### config.mk
export PLATFORM = sky130hd
export DESIGN_NAME = dm9000a_bus_sequencer
export DESIGN_NICKNAME = d
export VERILOG_FILES = /design/src/rtl/dm9000a_bus_sequencer.sv
export SDC_FILE = /design/constraint.sdc
export NUM_CORES = 1
export LEC_CHECK = 0
export BUFFER_PORTS_ARGS = -buffer_cell sky130_fd_sc_hd__buf_2
export CORE_UTILIZATION = 47
export CTS_CLUSTER_SIZE = 28
export DETAILED_ROUTE_END_ITERATION = 6
export PLACE_DENSITY = 0.85
export SYNTH_ARGS = -nofsm -noshare
export SYNTH_HDL_FRONTEND = slang
export SYNTH_SLANG_ARGS = --single-unit
export TNS_END_PERCENT = 100
### constraint.sdc
create_clock -name iCLK -period 2.15 [get_ports iCLK]
set_input_delay 0.5375 -clock iCLK [delete_from_list [all_inputs] [get_ports iCLK]]
set_output_delay 0.5375 -clock iCLK [all_outputs]
set_load 0.02 [all_outputs]
### src/rtl/dm9000a_bus_sequencer.sv
// Two-port round-robin arbiter and DM9000A host bus-cycle sequencer.
// Each request becomes an optional index write followed by a data read or write.
module dm9000a_bus_sequencer #(
    parameter int unsigned SETUP_CYC  = 1,
    parameter int unsigned STROBE_CYC = 2,
    parameter int unsigned HOLD_CYC   = 1
) (
    input  logic        iCLK,
    input  logic        iRST,
    input  logic        iREQ0,
    input  logic        iREQ1,
    input  logic        iWE0,
    input  logic        iWE1,
    input  logic [7:0]  iADDR0,
    input  logic [7:0]  iADDR1,
    input  logic [15:0] iWDATA0,
    input  logic [15:0] iWDATA1,
    output logic        oACK0,
    output logic        oACK1,
    output logic [15:0] oRDATA,
    output logic        oBUSY,
    output logic        oCMD,
    output logic        oCS_N,
    output logic        oRD_N,
    output logic        oWR_N,
    output logic [15:0] oDATA,
    input  logic [15:0] iDATA
);

    typedef enum logic [2:0] {
        IDLE, IDX_SETUP, IDX_STROBE, IDX_HOLD,
        DAT_SETUP, DAT_STROBE, DAT_HOLD, DONE
    } state_t;

    state_t      state_q, state_d;
    logic [3:0]  cnt_q, cnt_d;
    logic        gnt_q, gnt_d;
    logic        cvld_q, cvld_d;
    logic [7:0]  cidx_q, cidx_d;
    logic        we_q, we_d;
    logic [7:0]  addr_q, addr_d;
    logic [15:0] wdata_q, wdata_d;
    logic [15:0] rdata_q, rdata_d;
    logic [15:0] data_q, data_d;
    logic        ack0_q, ack0_d, ack1_q, ack1_d, busy_q, busy_d;
    logic        cmd_q, cmd_d, cs_n_q, cs_n_d, rd_n_q, rd_n_d, wr_n_q, wr_n_d;
    logic        last, idx_ph, dat_ph;

    function automatic logic [3:0] load_cnt(input state_t s);
        case (s)
            IDX_SETUP, DAT_SETUP:   load_cnt = 4'(SETUP_CYC);
            IDX_STROBE, DAT_STROBE: load_cnt = 4'(STROBE_CYC);
            IDX_HOLD, DAT_HOLD:     load_cnt = 4'(HOLD_CYC);
            default:                load_cnt = 4'd1;
        endcase
    endfunction

    always_comb begin
        state_d = state_q;
        cnt_d   = cnt_q;
        gnt_d   = gnt_q;
        cvld_d  = cvld_q;
        cidx_d  = cidx_q;
        we_d    = we_q;
        addr_d  = addr_q;
        wdata_d = wdata_q;
        rdata_d = rdata_q;
        last    = (cnt_q == 4'd1);
        case (state_q)
            IDLE: begin
                if (iREQ0 || iREQ1) begin
                    gnt_d   = (iREQ0 && iREQ1) ? ~gnt_q : iREQ1;
                    we_d    = gnt_d ? iWE1    : iWE0;
                    addr_d  = gnt_d ? iADDR1  : iADDR0;
                    wdata_d = gnt_d ? iWDATA1 : iWDATA0;
                    // Index register still selected from the last cycle: go straight to data
                    state_d = (cvld_q && cidx_q == addr_d) ? DAT_SETUP : IDX_SETUP;
                end
            end
            IDX_SETUP:  if (last) state_d = IDX_STROBE; else cnt_d = cnt_q - 4'd1;
            IDX_STROBE: if (last) state_d = IDX_HOLD;   else cnt_d = cnt_q - 4'd1;
            IDX_HOLD: begin
                if (last) begin
                    state_d = DAT_SETUP;
                    cvld_d  = 1'b1;
                    cidx_d  = addr_q;
                end else begin
                    cnt_d = cnt_q - 4'd1;
                end
            end
            DAT_SETUP:  if (last) state_d = DAT_STROBE; else cnt_d = cnt_q - 4'd1;
            DAT_STROBE: begin
                if (last) begin
                    state_d = DAT_HOLD;
                    if (!we_q) rdata_d = iDATA;
                end else begin
                    cnt_d = cnt_q - 4'd1;
                end
            end
            DAT_HOLD:   if (last) state_d = DONE; else cnt_d = cnt_q - 4'd1;
            DONE:       state_d = IDLE;
            default:    state_d = IDLE;
        endcase
        if (state_d != state_q) cnt_d = load_cnt(state_d);

        // Bus outputs are registered from the next state so they line up with it
        idx_ph = (state_d == IDX_SETUP) || (state_d == IDX_STROBE) || (state_d == IDX_HOLD);
        dat_ph = (state_d == DAT_SETUP) || (state_d == DAT_STROBE) || (state_d == DAT_HOLD);
        cs_n_d = !(idx_ph || dat_ph);
        cmd_d  = dat_ph;
        wr_n_d = !((state_d == IDX_STROBE) || (state_d == DAT_STROBE && we_d));
        rd_n_d = !(state_d == DAT_STROBE && !we_d);
        data_d = data_q;
        if (idx_ph)
            data_d = {8'h00, addr_d};
        else if (dat_ph && we_d)
            data_d = wdata_d;
        ack0_d = (state_d == DONE) && !gnt_d;
        ack1_d = (state_d == DONE) && gnt_d;
        busy_d = (state_d != IDLE);
    end

    always_ff @(posedge iCLK or posedge iRST) begin
        if (iRST) begin
            state_q <= IDLE;
            cnt_q   <= 4'd1;
            gnt_q   <= 1'b1;
            cvld_q  <= 1'b0;
            cidx_q  <= 8'h00;
            rdata_q <= 16'h0000;
            data_q  <= 16'h0000;
            ack0_q  <= 1'b0;
            ack1_q  <= 1'b0;
            busy_q  <= 1'b0;
            cmd_q   <= 1'b0;
            cs_n_q  <= 1'b1;
            rd_n_q  <= 1'b1;
            wr_n_q  <= 1'b1;
        end else begin
            state_q <= state_d;
            cnt_q   <= cnt_d;
            gnt_q   <= gnt_d;
            cvld_q  <= cvld_d;
            cidx_q  <= cidx_d;
            rdata_q <= rdata_d;
            data_q  <= data_d;
            ack0_q  <= ack0_d;
            ack1_q  <= ack1_d;
            busy_q  <= busy_d;
            cmd_q   <= cmd_d;
            cs_n_q  <= cs_n_d;
            rd_n_q  <= rd_n_d;
            wr_n_q  <= wr_n_d;
        end
    end

    always_ff @(posedge iCLK) begin
        we_q    <= we_d;
        addr_q  <= addr_d;
        wdata_q <= wdata_d;
    end

    assign oACK0  = ack0_q;
    assign oACK1  = ack1_q;
    assign oRDATA = rdata_q;
    assign oBUSY  = busy_q;
    assign oCMD   = cmd_q;
    assign oCS_N  = cs_n_q;
    assign oRD_N  = rd_n_q;
    assign oWR_N  = wr_n_q;
    assign oDATA  = data_q;

endmodule

==> reports/metrics.yaml <==
outcome: "finished, violations left"
violations: "negative setup slack"
power.density_nw_per_um2: 1550
critPathKind: "register to register"
arrival_ps: 2560
synth.distinct_cells: 46
place_congestion: 0.940
switching_power_mw: 3.38
numClockSinks: 81
use_met2_pct: 43.2
netlist_instances: 364
internal_power_mw: 4.57
cts_buffers: 9
vias: 3350
synth_area_sq_um: 3740
seqCellArea_sq_um: 1910
n_fill_cell: 564
synth-seq-cells: 81
yosysTopAreaCellShare_pct: 34.1
start_util_pct: 48.4
clock_latency_ps: 360
fp.dieW_um: 91.2
drive_gt1_share_pct: 48.2
firstDrtPassIters: 7
synth_edf_count: 0
multi_input_area_sq_um: 1980
hold_slack_ps: 218
drv_slew: 0
setup_violations: 17
grt_util_met3_pct: 6.70
fmax_ghz: 0.431
synthToLayoutAreaGrowth_pct: 37.5
ios: 109
setup_ws_ps: -169
skew_ps: 9.57
ant_nets: 0
die_h_um: 91.2
cap_violations: 0
grt_pass1_vias: 3258
drt-initial-drc-count: 238
grt.overflow.total: 0
rsz0062_at_grt: "true"
grt_pass1_wl_um: 15800
ys_seq_area_share_pct: 51.0
top_usage_layer: "met2"
pwr-share-clk_pct: 14.0
nNetsFinal: 573
row_count: 32
wire_per_inst_um: 16.5
critPathLaunchType: "register"
antenna_found_initial: 0
ir_drop_mv: 0.858
vias_per_cell: 5.51
cts_tree: "done"
worst_slew_pin_slew_ps: 700
grt_max_degree: 49
synthFlopType: "dfrtp_1"
combPwrFrac_pct: 52.4
crit_path_end_kind: "register"
port_buffers: 108
clk_path_buf_depth: 2
n_antenna_cell: 0
clock_tree.root_cell: "clkbuf_8"
p_sw_share_pct: 42.5
avgSynthCellArea_sq_um: 10.3
hp-class: "input pin to asynchronous set/reset pin"
htree_levels: 3
track_usage_pct: 24.6
clkSlewWorstSetupHoldPaths_ps: 80
async_flop_share_pct: 69.1
yosysTopAreaCell: "dfrtp_1"
crit_path_start: "gnt_q$_DFF_PP1_"
cp_data_required_time_ps: 2400
finalSetupTns_ps: -1910
drcViolationCount: 0
yosysWarnings: 0
die-area_sq_um: 8320
relSlewSlack_pct: 53.1
drt_wl_total_um: 10000
hold_viol_final: 0
synthesis.nets: 436
p_leak_nw: 2.40
fin_crit_sh_pct: 108
dp_hpwl_um: 6710
reg2reg_from: "gnt_q$_DFF_PP1_"
ys_top_cells_by_area: "dfrtp_1 34%, dfxtp_1 13%, mux2_2 7.5%, mux2i_1 6.4%, nand2_1 5.1%"
use_met1_pct: 29.1
power_frac_seq_pct: 33.6
min_period_ps: 2320
path_max_fanout: 8
core_sq_um: 7730
-- critical path, cell delays in order, from the launching register on --
cell,delay (ps)
dfstp_2,570
a21boi_4,90
buf_4,140
mux2_4,290
mux2_4,270
and3b_4,220
buf_6,130
a21o_4,270
nor3_2,180
nor2_1,50
-- cells by family after synthesis --
| family | Yosys count | synth area share [%] |
|---|---|---|
| compound gates | 81 | 13.3 |
| xor+xnor | 12 | 2.81 |
| fa+ha+maj | 2 | 0.669 |
| buf+inv | 30 | 3.88 |
| flops | 81 | 51.0 |
| mux | 51 | 14.8 |
| simple gates | 107 | 13.6 |
-- power by group through the flow --
stage | Combinational [mW] | Sequential, mW | Clock [mW]
floorplan | 2.11 | 2.99 | 0
global placement | 3.42 | 2.62 | 0
detailed placement | 3.57 | 2.66 | 0
CTS | 3.98 | 2.65 | 1.11
global route | 4.48 | 2.74 | 1.18
finish | 4.17 | 2.67 | 1.11
-- state kept, by name (all words and copies together), names as in the netlist, 3 cells and up --
name / flops
oRDATA: 16
cidx_q: 8
cnt_q: 4
oDATA: 16
wdata_q: 16
addr_q: 8
state_q: 3
-- layout by cell type (no fill, tap or decap), drive strengths merged, types with 3 or more instances in the layout --
master   netlist  layout
buf            6     143
dfrtp         51      51
nand2         51      51
o21ai         35      35
mux2          27      27
dfxtp         25      25
mux2i         24      24
nor2          22      22
a21oi         16      18
inv            9      11
clkbuf        15      10
nor3           9       9
o22ai          9       9
xor2           6       6
xnor2          6       6
nor2b          5       5
dfstp          5       5
nand2b         4       4
nand3          4       4
clkinv         0       4
a31oi          4       4
or3            4       4
a21o           2       3
a2111oi        3       3
-- stage by stage --
step / total power, mW / std cells / worst slack [ps] / cell area [sq um] / util (%)
after floorplan: 5.10 / 364 / -144 / 3820 / -
after global placement: 6.04 / 583 / -487 / 4640 / 60.0
after detailed placement: 6.23 / 583 / -566 / 4640 / 60.0
after CTS: 7.74 / 604 / -93.8 / 5040 / 65.2
after global routing: 8.40 / 608 / -244 / 5140 / 66.5
final: 7.95 / 608 / -169 / 5140 / 66.5
-- synth_stat cells, types with 4 or more instances --
library cell and n:
dfrtp_1 51, nand2_1 51, o21ai_0 35, dfxtp_1 25, mux2_2 25, mux2i_1 24, nor2_1 22, clkbuf_1 15
a21oi_1 14, inv_1 9, o22ai_1 9, nor3_1 8, xnor2_1 6, xor2_1 6, dfstp_2 5, nor2b_1 5
a31oi_1 4, buf_6 4, nand2b_1 4, nand3_1 4, or3_1 4
-- final timing paths --
kind                            slack [ps]  cells after the start                     to
worst min register to register         480                      1  cidx_q[0]$_DFFE_PP0P_
worst min-delay path                   220                      2        oACK0$_DFF_PP0_
worst max-delay path                  -170                      9   oDATA[0]$_DFFE_PP0P_
min in group iCLK                      410                      2  oRDATA[5]$_DFFE_PP0P_
worst max register to register        -170                      9   oDATA[0]$_DFFE_PP0P_
max in group asynchronous             1390                      3     cvld_q$_DFFE_PP0P_
-- metal layers --
metal  wire length [um]  vias to the layer above
met5                  0                        -
met4                274                        0
met3                704                       24
met2               5180                      152
met1               3880                     1616
li1                   -                     1558
-- cell type report --
| cell class | instances | area share [%] |
|---|---|---|
| multi-input cells | 256 | 38.6 |
| flip-flops and latches | 81 | 37.1 |
| repair buffers | 144 | 17.4 |
| well taps | 102 | 2.48 |
| clock buffers | 9 | 2.41 |
| clock inverters | 7 | 1.31 |
| inverters | 9 | 0.657 |
-- timing repair --
| item | CTS | global route |
|---|---|---|
| hold buffers | 0 | 0 |
| buffers inserted | 2 | 3 |
| endpoints found under the hold margin | 0 | 0 |
| pin swaps | 33 | 11 |
| cloned | 3 | 1 |
| resized for setup | 43 | 11 |
| endpoints found under the setup margin | 35 | 37 |
(Power assumes the default switching activity.)
